**config.mk**
```make
export PLATFORM = sky130hd
export DESIGN_NAME = cc_rd_wrap_responder
export DESIGN_NICKNAME = d
export VERILOG_FILES = /design/src/rtl/cc_rd_wrap_responder.sv
export SDC_FILE = /design/constraint.sdc
export NUM_CORES = 1
export LEC_CHECK = 0
export ABC_AREA = 1
export CELL_PAD_IN_SITES_DETAIL_PLACEMENT = 0
export CELL_PAD_IN_SITES_GLOBAL_PLACEMENT = 1
export CORE_MARGIN = 8
export CORE_UTILIZATION = 40
export CTS_BUF_LIST = sky130_fd_sc_hd__clkbuf_4
export DETAILED_ROUTE_END_ITERATION = 10
export PLACE_DENSITY_LB_ADDON = 0.1
export SLEW_MARGIN = 20
export SYNTH_ARGS = -nofsm -noshare
export SYNTH_HDL_FRONTEND = slang
export SYNTH_SLANG_ARGS = --single-unit
```
**constraint.sdc**
```tcl
create_clock -name clk -period 2.8 [get_ports clk]
set_clock_uncertainty 0.05 [all_clocks]
set_input_delay 0.42 -clock clk [delete_from_list [all_inputs] [get_ports clk]]
set_output_delay 0.42 -clock clk [all_outputs]
set_load 0.005 [all_outputs]
```
**src/rtl/cc_rd_wrap_responder.sv**
```systemverilog
// AXI read responder for cache line fills: fetches one 64-byte line per request
// and returns it as an 8-beat 64-bit WRAP burst, critical word first.
module cc_rd_wrap_responder (
  input  logic         clk,
  input  logic         rst_n,
  input  logic         arvalid_i,
  output logic         arready_o,
  input  logic [31:0]  araddr_i,
  input  logic [3:0]   arlen_i,
  input  logic [1:0]   arburst_i,
  output logic         line_rden_o,
  output logic [25:0]  line_raddr_o,
  input  logic [511:0] line_rdata_i,
  output logic         rvalid_o,
  input  logic         rready_i,
  output logic [63:0]  rdata_o,
  output logic [1:0]   rresp_o,
  output logic         rlast_o
);

  localparam int           RLEN      = 8;
  localparam logic [3:0]   LAST_BEAT = 4'(RLEN - 1);
  localparam logic [1:0]   BURST_WRAP = 2'b10;
  localparam logic [1:0]   RESP_OKAY  = 2'b00;
  localparam logic [1:0]   RESP_SLV   = 2'b10;

  typedef enum logic [2:0] {IDLE, FETCH, LOAD, SEND, ERR} state_t;

  state_t       state;
  logic [2:0]   offset;
  logic [3:0]   len;
  logic [3:0]   cnt;
  logic [511:0] line_buf;

  logic [3:0]   cnt_nxt;
  logic [2:0]   widx_nxt;
  logic         beat_hs;
  logic         unused_addr_bits;

  assign cnt_nxt          = cnt + 4'd1;
  // 3-bit sum wraps inside the line, giving the WRAP beat order for free.
  assign widx_nxt         = offset + cnt_nxt[2:0];
  assign beat_hs          = rvalid_o & rready_i;
  assign unused_addr_bits = ^araddr_i[2:0];

  // NOTE: all state uses non-blocking assignments so every register samples
  // the pre-edge values of its neighbours, regardless of statement order.
  always_ff @(posedge clk or negedge rst_n) begin
    if (!rst_n) begin
      state        <= IDLE;
      arready_o    <= 1'b1;
      line_rden_o  <= 1'b0;
      line_raddr_o <= '0;
      rvalid_o     <= 1'b0;
      rdata_o      <= '0;
      rresp_o      <= RESP_OKAY;
      rlast_o      <= 1'b0;
      offset       <= '0;
      len          <= '0;
      cnt          <= '0;
      // NOTE: the line buffer is reset too, so no stale line data can leak
      // out of rdata_o after a reset aborts a burst.
      line_buf     <= '0;
    end else begin
      case (state)
        IDLE: begin
          if (arvalid_i) begin
            arready_o    <= 1'b0;
            line_raddr_o <= araddr_i[31:6];
            offset       <= araddr_i[5:3];
            len          <= arlen_i;
            cnt          <= '0;
            if (arlen_i == LAST_BEAT && arburst_i == BURST_WRAP) begin
              state       <= FETCH;
              line_rden_o <= 1'b1;
            end else begin
              // Unsupported request: answer with error beats, no memory access.
              state    <= ERR;
              rvalid_o <= 1'b1;
              rdata_o  <= '0;
              rresp_o  <= RESP_SLV;
              rlast_o  <= (arlen_i == 4'd0);
            end
          end
        end

        FETCH: begin
          line_rden_o <= 1'b0;
          state       <= LOAD;
        end

        LOAD: begin
          // Critical word comes straight from the read port; the buffer fills in parallel.
          line_buf <= line_rdata_i;
          rvalid_o <= 1'b1;
          rdata_o  <= line_rdata_i[{offset, 6'd0} +: 64];
          rresp_o  <= RESP_OKAY;
          rlast_o  <= 1'b0;
          state    <= SEND;
        end

        SEND: begin
          if (beat_hs) begin
            cnt <= cnt_nxt;
            if (rlast_o) begin
              state     <= IDLE;
              rvalid_o  <= 1'b0;
              rlast_o   <= 1'b0;
              arready_o <= 1'b1;
            end else begin
              rdata_o <= line_buf[{widx_nxt, 6'd0} +: 64];
              rlast_o <= (cnt_nxt == LAST_BEAT);
            end
          end
        end

        ERR: begin
          if (beat_hs) begin
            cnt <= cnt_nxt;
            if (rlast_o) begin
              state     <= IDLE;
              rvalid_o  <= 1'b0;
              rlast_o   <= 1'b0;
              rresp_o   <= RESP_OKAY;
              arready_o <= 1'b1;
            end else begin
              rlast_o <= (cnt_nxt == len);
            end
          end
        end

        default: begin
          state     <= IDLE;
          arready_o <= 1'b1;
          rvalid_o  <= 1'b0;
          rlast_o   <= 1'b0;
        end
      endcase
    end
  end

endmodule

```
* Word level (Yosys, flattened, before mapping) *
Index checks and enable logic that the tools add are counted.
Widths: inputs -> output; s select.

word-level totals
  register bits after elaboration = 622
  RAM bits = 0
  memories = 0
  logic and storage cells = 91
  output and inout bits = 96
  bits in latches = 0
  ROM bits = 0
  input bits = 554

operators by class
  reduce and logical (&&, ||, !) cells = 18
  eq/ne operators = 17
  shifts and indexed selects = 2
  mux-type cells = 37
  multipliers = 0
  magnitude comparators = 0
  divide/modulo/power cells = 0
  $add $sub $neg = 2
  bitwise operators = 3

operators by type and width
  kind                 number
  $shiftx 512x10->64   2
  $mux 64              4
  $pmux 64 s3          1
  $reduce_and 5->1     4
  $mux 1               15
  $ne 2x2->1 const B   7
  $mux 3               4
  $pmux 3 s4           1
  $reduce_and 3->1     3
  $eq 4x3->1 const B   2
  $mux 2               4
  $mux 4               2
  $pmux 1 s4           2
  $pmux 4 s2           1
  $eq 3x2->1 const B   2
  $pmux 2 s3           1
  $reduce_bool 3->1    2
  $add 4x1->4 const B  1
  $eq 4x4->1           1
  $logic_not 4->1      1
  $ne 2x1->1 const B   2
  $reduce_and 4->1     1
  $reduce_bool 2->1    2
  $reduce_or 2->1      2
  11 further kinds     12

* Longest topological paths before layout *
Gate-level depths: netlist (run 1).

  depth in word-level cells = 6
  mapped depth = 15

* Worst setup path before layout (run 1) *
Ideal clock, no wire load.

  kind = reg-to-reg
  start = reg cnt[0]
  end = reg rdata_o[43]
  clock period less this slack = 2.520 ns
  data arrival time = 2.353 ns
  stages on the path, launching flop included = 15
  path slack = 0.280 ns
  cells stage by stage = dfrtp_1 -> inv_1 -> ha_1 -> inv_1 -> fa_1 -> inv_1 -> clkbuf_1 -> clkbuf_1 -> nand3_1 -> nand2_1 -> nand3_1 -> nand3_1 -> nand2_1 -> nand2_1 -> nand2_1

between the ends
  cells in the longest elaborated chain, start to end = 6

ends and longest elaborated chain
  what                    RTL line  RTL
  start, declared         32        logic [3:0] cnt;
  start signal, assigned  104       cnt <= cnt_nxt;
  start signal, assigned  119       cnt <= cnt_nxt;
  $add 4x1->4             40        assign cnt_nxt = cnt + 4'd1;
  $add 3x3->3             42        assign widx_nxt = offset + cnt_nxt[2:0];
  $shiftx 512x10->64      111       rdata_o <= line_buf[{widx_nxt, 6'd0} +: 64];
  $mux 64                 105       if (rlast_o) begin
  $mux 64                 103       if (beat_hs) begin
  $pmux 64 s3             65        case (state)
  end signal, assigned    96        rdata_o <= line_rdata_i[{offset, 6'd0} +: 64];
  end signal, assigned    111
  end, declared           16        output logic [63:0] rdata_o,

Every way passes these cells. The select of a mux whose other input is x is not followed.
A chain may end at the register's enable or synchronous reset.

* Worst setup path in the final report (run 1) *
  start = reg cnt[1]
  end = reg rdata_o[45]

The elaborated chain is that of the path after synthesis.

==> results.json, run 1 <==
{
  "outcome": "finished clean",
  "area_delta_synth_final_pct": 46.8,
  "coreArea_um2": 86200,
  "syn_nets": 5051,
  "yosysSeqAreaShare": 0.449,
  "crit_cells": 14,
  "grt_pass1_vias": 36300,
  "final_common_cell": "nand2_1",
  "drt_first_pass_iters": 5,
  "clk_latency_ns": 1.07,
  "place_area_um2": 42800,
  "synth-seq-cells": 621,
  "start_kind": "flop",
  "finalCriticalPeriod_ns": 2.78,
  "cp_max_fo": 8,
  "grt_first_pass_wirelength_mm": 217,
  "synth_cells": 4493,
  "cts_tree": "yes",
  "clkPwrFrac": 0.130,
  "antenna_found_initial": 25,
  "grt_start_max_net_pins": 193,
  "crit_family": "adder cells",
  "h-tree-depth": 4,
  "leakagePower_nw": 23.5,
  "arrival_ns": 3.66,
  "wl_per_cell_um": 20.6,
  "pwr-share-seq": 0.241,
  "initial_core_util": 0.401,
  "gp_congestion": 0.812,
  "design_area_um2": 50800,
  "post-route-drc-count": 0,
  "ant_nets": 0,
  "reg2reg_depth": 14,
  "die_h_um": 310,
  "hold_depth": 2,
  "cp_common_cell": "nand2_1",
  "cpPeakStageDelay_ns": 0.80,
  "timing.final.crit_share": 0.994,
  "finalMaxSlewViolations": 0,
  "final_cell_mix": "nand2_1 (1610), clkdlybuf4s50_1 (644), dfrtp_1 (617)",
  "drt_iter0_drc": 2707,
  "syn_area_um2": 34600,
  "worst_slew_pin_slew_ns": 1.10,
  "pwr-share-comb": 0.629,
  "cts_inserted_buffers": 177,
  "crit_chain": "ha_4 > inv_4 > fa_4 > buf_12 > buf_12 > clkbuf_16 > buf_6 > nand3_2 > nand2_1 > nand3_1 > nand3_1 > nand2_1 > nand2_1 > nand2_1",
  "die_w_um": 310,
  "rows": 108,
  "grt.overflow.total": 0,
  "swShare": 0.462,
  "required_ns": 3.67,
  "ys_warn_count": 0,
  "timing.fmax_mhz": 359,
  "drive_above_1_share": 0.138,
  "clk_pin_slew_ns": 0.07,
  "worstSetupPathType": "reg -> reg",
  "finish.utilization": 0.589,
  "crit_slowest_cell": "fa_4",
  "dpl.hpwl_mm": 89.1,
  "num_vias": 35400,
  "cp-end-kind": "flop",
  "grt.total_usage": 0.292,
  "io_buffer_count": 645,
  "power.internal_w": 0.0349,
  "power.switching_w": 0.0299,
  "yosysUniqueCellTypes": 29,
  "ir_drop_uv": 1510,
  "root_buffer": "clkbuf_4",
  "clock_sinks": 621,
  "rsz0062_at_grt": "true",
  "finalHoldViolCount": 0,
  "syn-mean-instance-area_um2": 7.70,
  "die_area_um2": 96200,
  "finalSetupViolCount": 0,
  "drv_cap": 0,
  "io_pins": 650,
  "hold_path.class": "in -> reg",
  "clockBufferDepth": 3,
  "path_buf_inv": 5,
  "relSlewSlack": 0.270,
  "fin_nets": 6235,
  "via_per_inst": 5.07,
  "power.density_nw_per_um2": 1270,
  "wl_mm": 144
}
[kinds of logic after synthesis]
group                    synth area share
AND/OR/NAND/NOR                     0.317
multiplexers                        0.116
flip-flops                          0.449
adder cells (fa/ha/maj)           0.00166
AO/OA/AOI/OAI                      0.0515
other                            0.000108
buffers and inverters              0.0651
[cell type report]
type | count | area [µm²]
inverter | 215 | 852
tap | 1155 | 1450
clock inverter | 43 | 164
timing repair buffer | 1318 | 13800
timing repair inverter | 1 | 16.3
multi-input combinational | 3343 | 16900
clock buffer | 263 | 1970
fill | 7861 | 35400
sequential | 621 | 15600
antenna | 20 | 50.0
[timing repair]
item	CTS	global route
pin swaps	1	10
endpoints found under the hold margin	1157	0
cloned	2	5
setup buffers	2	7
endpoints found under the setup margin	57	61
hold buffers	539	0
resized for setup	10	27
[state kept, by name (all words and copies together), names as in the netlist]
name          flops
len               4
rlast_o           1
cnt               4
rdata_o          64
line_raddr_o     26
offset            3
line_buf        512
arready_o         1
state             3
line_rden_o       1
rresp_o           1
rvalid_o          1
[path summary, 6_finish.rpt]
kind | startpoint | end | slack (ns)
hold reg to reg | rdata_o[38] | rdata_o[38] | 0.43
setup / recovery | cnt[1] | rdata_o[45] | 0.02
setup reg to reg | cnt[1] | rdata_o[45] | 0.02
hold / removal | line_rdata_i[143] | line_buf[143] | 0.12
min in group asynchronous | rst_n | line_buf[28] | 0.61
max in group asynchronous | rst_n | line_buf[120] | 1.48
[metal layers]
metal	GRT usage	up-vias	wire, µm
li1	-	16900	-
met1	0.372	16900	60600
met2	0.482	1227	68200
met3	0.0632	324	9650
met4	0.121	16	5510
met5	0	-	107
[Yosys cell counts]
| library cell | number | share of area |
|---|---|---|
| inv_2 | 3 | 0.00033 |
| conb_1 | 1 | 0.00011 |
| nor3_4 | 1 | 0.00047 |
| nand2_2 | 2 | 0.00036 |
| nand3_1 | 582 | 0.084 |
| inv_1 | 211 | 0.023 |
| nand4_1 | 4 | 0.00072 |
| clkinv_2 | 1 | 0.00014 |
| nor2_1 | 504 | 0.055 |
| or2_1 | 1 | 0.00018 |
| clkbuf_1 | 117 | 0.013 |
| o21a_1 | 178 | 0.039 |
| a21oi_1 | 4 | 0.00058 |
| nand2_1 | 1620 | 0.18 |
| buf_4 | 8 | 0.0017 |
| o22ai_1 | 1 | 0.00018 |
| ha_1 | 3 | 0.0011 |
| fa_1 | 1 | 0.00058 |
| buf_1 | 36 | 0.0039 |
| o21ai_0 | 78 | 0.011 |
| a31oi_1 | 2 | 0.00036 |
| o21ai_1 | 3 | 0.00043 |
| mux2_2 | 356 | 0.12 |
| dfstp_2 | 1 | 0.00076 |
| nor2_2 | 1 | 0.00018 |
| dfrtp_1 | 620 | 0.45 |
| buf_6 | 7 | 0.0023 |
| buf_2 | 146 | 0.021 |
| nand3b_1 | 1 | 0.00022 |
[worst reg2reg max path: stages (launching register included)]
cell and delay, ns:
dfrtp_1 0.42, ha_4 0.29, inv_4 0.05, fa_4 0.80
buf_12 0.18, buf_12 0.14, clkbuf_16 0.18, buf_6 0.11
nand3_2 0.04, nand2_1 0.05, nand3_1 0.06, nand3_1 0.09
nand2_1 0.06, nand2_1 0.05, nand2_1 0.05
[power groups by stage]
stage / clock network [W] / registers, W / logic (W)
final: 0.00839 / 0.0156 / 0.0407
after global routing: 0.00910 / 0.0162 / 0.0445
after CTS: 0.00861 / 0.0156 / 0.0392
after detailed placement: 0 / 0.0157 / 0.0375
after global placement: 0 / 0.0156 / 0.0372
after floorplan: 0 / 0.0152 / 0.0239
[metrics by stage]
step	std cells	setup slack, ns	total power, W	hold WS (ns)	TNS, ns
3_5_place_dp	6098	-0.116	0.0532	0.344	-2.58
2_1_floorplan	4493	0.280	0.0391	0.0744	0
3_3_place_gp	6098	-0.0825	0.0528	0.342	-0.909
5_1_grt	6972	-0.0732	0.0698	0.0174	-0.520
6_report	6979	0.0163	0.0647	0.116	0
4_1_cts	6947	-0.00650	0.0634	0.0000678	-0.0212
Note: power is estimated with default switching activity, not from simulation.
==> run 2: changes to the inputs <==
--- a/config.mk
+++ b/config.mk
@@ -17,3 +17,4 @@
 export SYNTH_ARGS = -nofsm -noshare
 export SYNTH_HDL_FRONTEND = slang
 export SYNTH_SLANG_ARGS = --single-unit
+export TNS_END_PERCENT = 20
==> run 2 against run 1 <==
Net effect:
- clock power is essentially flat
- sequential share of layout area is essentially flat
- first-iteration DRC count shrank 1.9%
- hold slack lost 0.021 ns
- register-to-register slack is essentially flat
==> results.json, run 2 (synthesis gave the netlist of run 1 again) <==
{
  "cts_inserted_buffers": 177,
  "clk_pin_slew_ns": 0.07,
  "final_common_cell": "nand2_1",
  "via_per_inst": 5.07,
  "post-place-ws_ns": -0.116,
  "ant_nets": 0,
  "holdPathEnd": "line_buf[143]",
  "grt_pass1_vias": 36300,
  "drive_above_1_share": 0.138,
  "grt.total_usage": 0.292,
  "r2r-start": "cnt[1]",
  "fillers": 7864,
  "timing.final.crit_share": 0.994,
  "leakagePower_nw": 23.4,
  "cp_common_cell": "nand2_1",
  "antenna_found_initial": 25,
  "die_area_um2": 96200,
  "fin_nets": 6234,
  "relSlewSlack": 0.253,
  "root_buffer": "clkbuf_4",
  "cts_tree": "yes",
  "num_vias": 35300,
  "reg2reg_depth": 14,
  "cpPeakStageDelay_ns": 0.80,
  "finalMaxSlewViolations": 0,
  "finalCriticalPeriod_ns": 2.78,
  "coreArea_um2": 86200,
  "reg2reg_to": "rdata_o[45]",
  "crit_slowest_cell": "fa_4",
  "drt_iter0_drc": 2656,
  "clock_sinks": 621,
  "cp-end-kind": "flop",
  "wl_mm": 144,
  "grt_first_pass_wirelength_mm": 217,
  "regMostFlops": "line_buf",
  "clk_latency_ns": 1.08,
  "grt.overflow.total": 0,
  "dpl.hpwl_mm": 89.1,
  "wl_per_cell_um": 20.6,
  "finalSetupViolCount": 0,
  "dp_cells": 6098,
  "hold_path.class": "in -> reg",
  "largest_reg_flops": 512,
  "die_w_um": 310,
  "r2r_setup_slack_ns": 0.02,
  "rsz0062_at_grt": "true",
  "timing.fmax_mhz": 359,
  "worst_slack_ns": 0.0166,
  "io_pins": 650,
  "drt_first_pass_iters": 6,
  "ir_drop_uv": 1520,
  "rows": 108,
  "die_h_um": 310,
  "power.density_nw_per_um2": 1270,
  "fin_setup_tns_ns": 0,
  "start_kind": "flop",
  "grt_start_max_net_pins": 193,
  "arrival_ns": 3.66,
  "h-tree-depth": 4,
  "post-route-drc-count": 0,
  "required_ns": 3.67,
  "min_from": "line_rdata_i[143]",
  "hold_depth": 2,
  "drv_cap": 0,
  "clockBufferDepth": 3,
  "final_cell_mix": "nand2_1 (1611), clkdlybuf4s50_1 (644), dfrtp_1 (617)",
  "final_cell_count_no_fill": 6977,
  "finish.utilization": 0.589,
  "gp_congestion": 0.812,
  "initial_core_util": 0.401,
  "top_regs": "line_buf (512), rdata_o (64), line_raddr_o (26)",
  "outcome": "finished clean",
  "finalHoldViolCount": 0,
  "io_buffer_count": 645,
  "crit_chain": "ha_4 > inv_4 > fa_4 > buf_12 > buf_12 > clkbuf_16 > buf_6 > nand3_2 > nand2_1 > nand3_1 > nand3_1 > nand2_1 > nand2_1 > nand2_1",
  "cp_max_fo": 8,
  "worst_slew_pin_slew_ns": 1.12,
  "worstSetupPathType": "reg -> reg",
  "area_delta_synth_final_pct": 46.7
}
-- run 2: changes by cell type in the layout (fill, tap and decap cells not counted), sizes merged --
| cell | before | now |
|---|---|---|
| buf | 133 | 132 |
| diode | 20 | 19 |
-- run 2: metrics by stage --
step	hold slack, ns	area, µm²	power (W)
finish	0.0947	50800	0.0645
global route	0.0174	50700	0.0696
CTS	0.0000678	50400	0.0634
detailed placement	0.344	42800	0.0532
global placement	0.342	42800	0.0528
floorplan	0.0744	34600	0.0391
-- run 2: power by group --
| part | switching (W) | internal (W) | leakage, nW | total, W |
|---|---|---|---|---|
| combinational | 0.0234 | 0.0171 | 14.9 | 0.0405 |
| sequential | 0.00222 | 0.0134 | 7.24 | 0.0156 |
| clock | 0.00414 | 0.00425 | 1.30 | 0.00839 |
| total | 0.0297 | 0.0348 | 23.4 | 0.0645 |
-- run 2: how the worst max path moves through the flow --
stage	start	end	slack [ns]
floorplan	cnt[0]	rdata_o[43]	0.28
global placement	cnt[0]	rdata_o[7]	-0.08
detailed placement	cnt[0]	rdata_o[7]	-0.12
CTS	cnt[0]	rdata_o[43]	-0.007
global route	cnt[1]	rdata_o[45]	-0.07
finish	cnt[1]	rdata_o[45]	0.02
-- run 2: final cells by class --
class	instances	area [µm²]	area share
antenna	19	47.5	0.000937
clock buffer	263	1970	0.0389
clock inverter	43	164	0.00323
inverter	215	852	0.0168
multi-input combinational	3343	16900	0.334
sequential	621	15600	0.306
tap	1155	1450	0.0285
timing repair buffer	1317	13800	0.271
timing repair inverter	1	11.3	0.000222
-- run 2: per-layer routing --
| layer | wire length [µm] | up-vias | track usage |
|---|---|---|---|
| met1 | 60300 | 16900 | 0.372 |
| met2 | 68400 | 1247 | 0.482 |
| met5 | 107 | - | 0 |
| met3 | 9760 | 317 | 0.0632 |
| met4 | 5440 | 16 | 0.121 |
| li1 | - | 16900 | - |
-- run 2: critical path: cells and delay by family, from the launching register on --
| family | cells | cell delay [ns] |
|---|---|---|
| and+or+nand+nor | 7 | 0.40 |
| adders and majority gates | 2 | 1.09 |
| DFF | 1 | 0.42 |
| buffers and inverters | 5 | 0.65 |
-- run 2: timing repair --
action	4_1_cts	5_1_grt
gates resized for setup	10	23
setup endpoints to repair	57	61
gates cloned	2	4
endpoints found under the hold margin	1157	0
hold buffers	539	0
buffers inserted	2	7
pin swaps	1	10
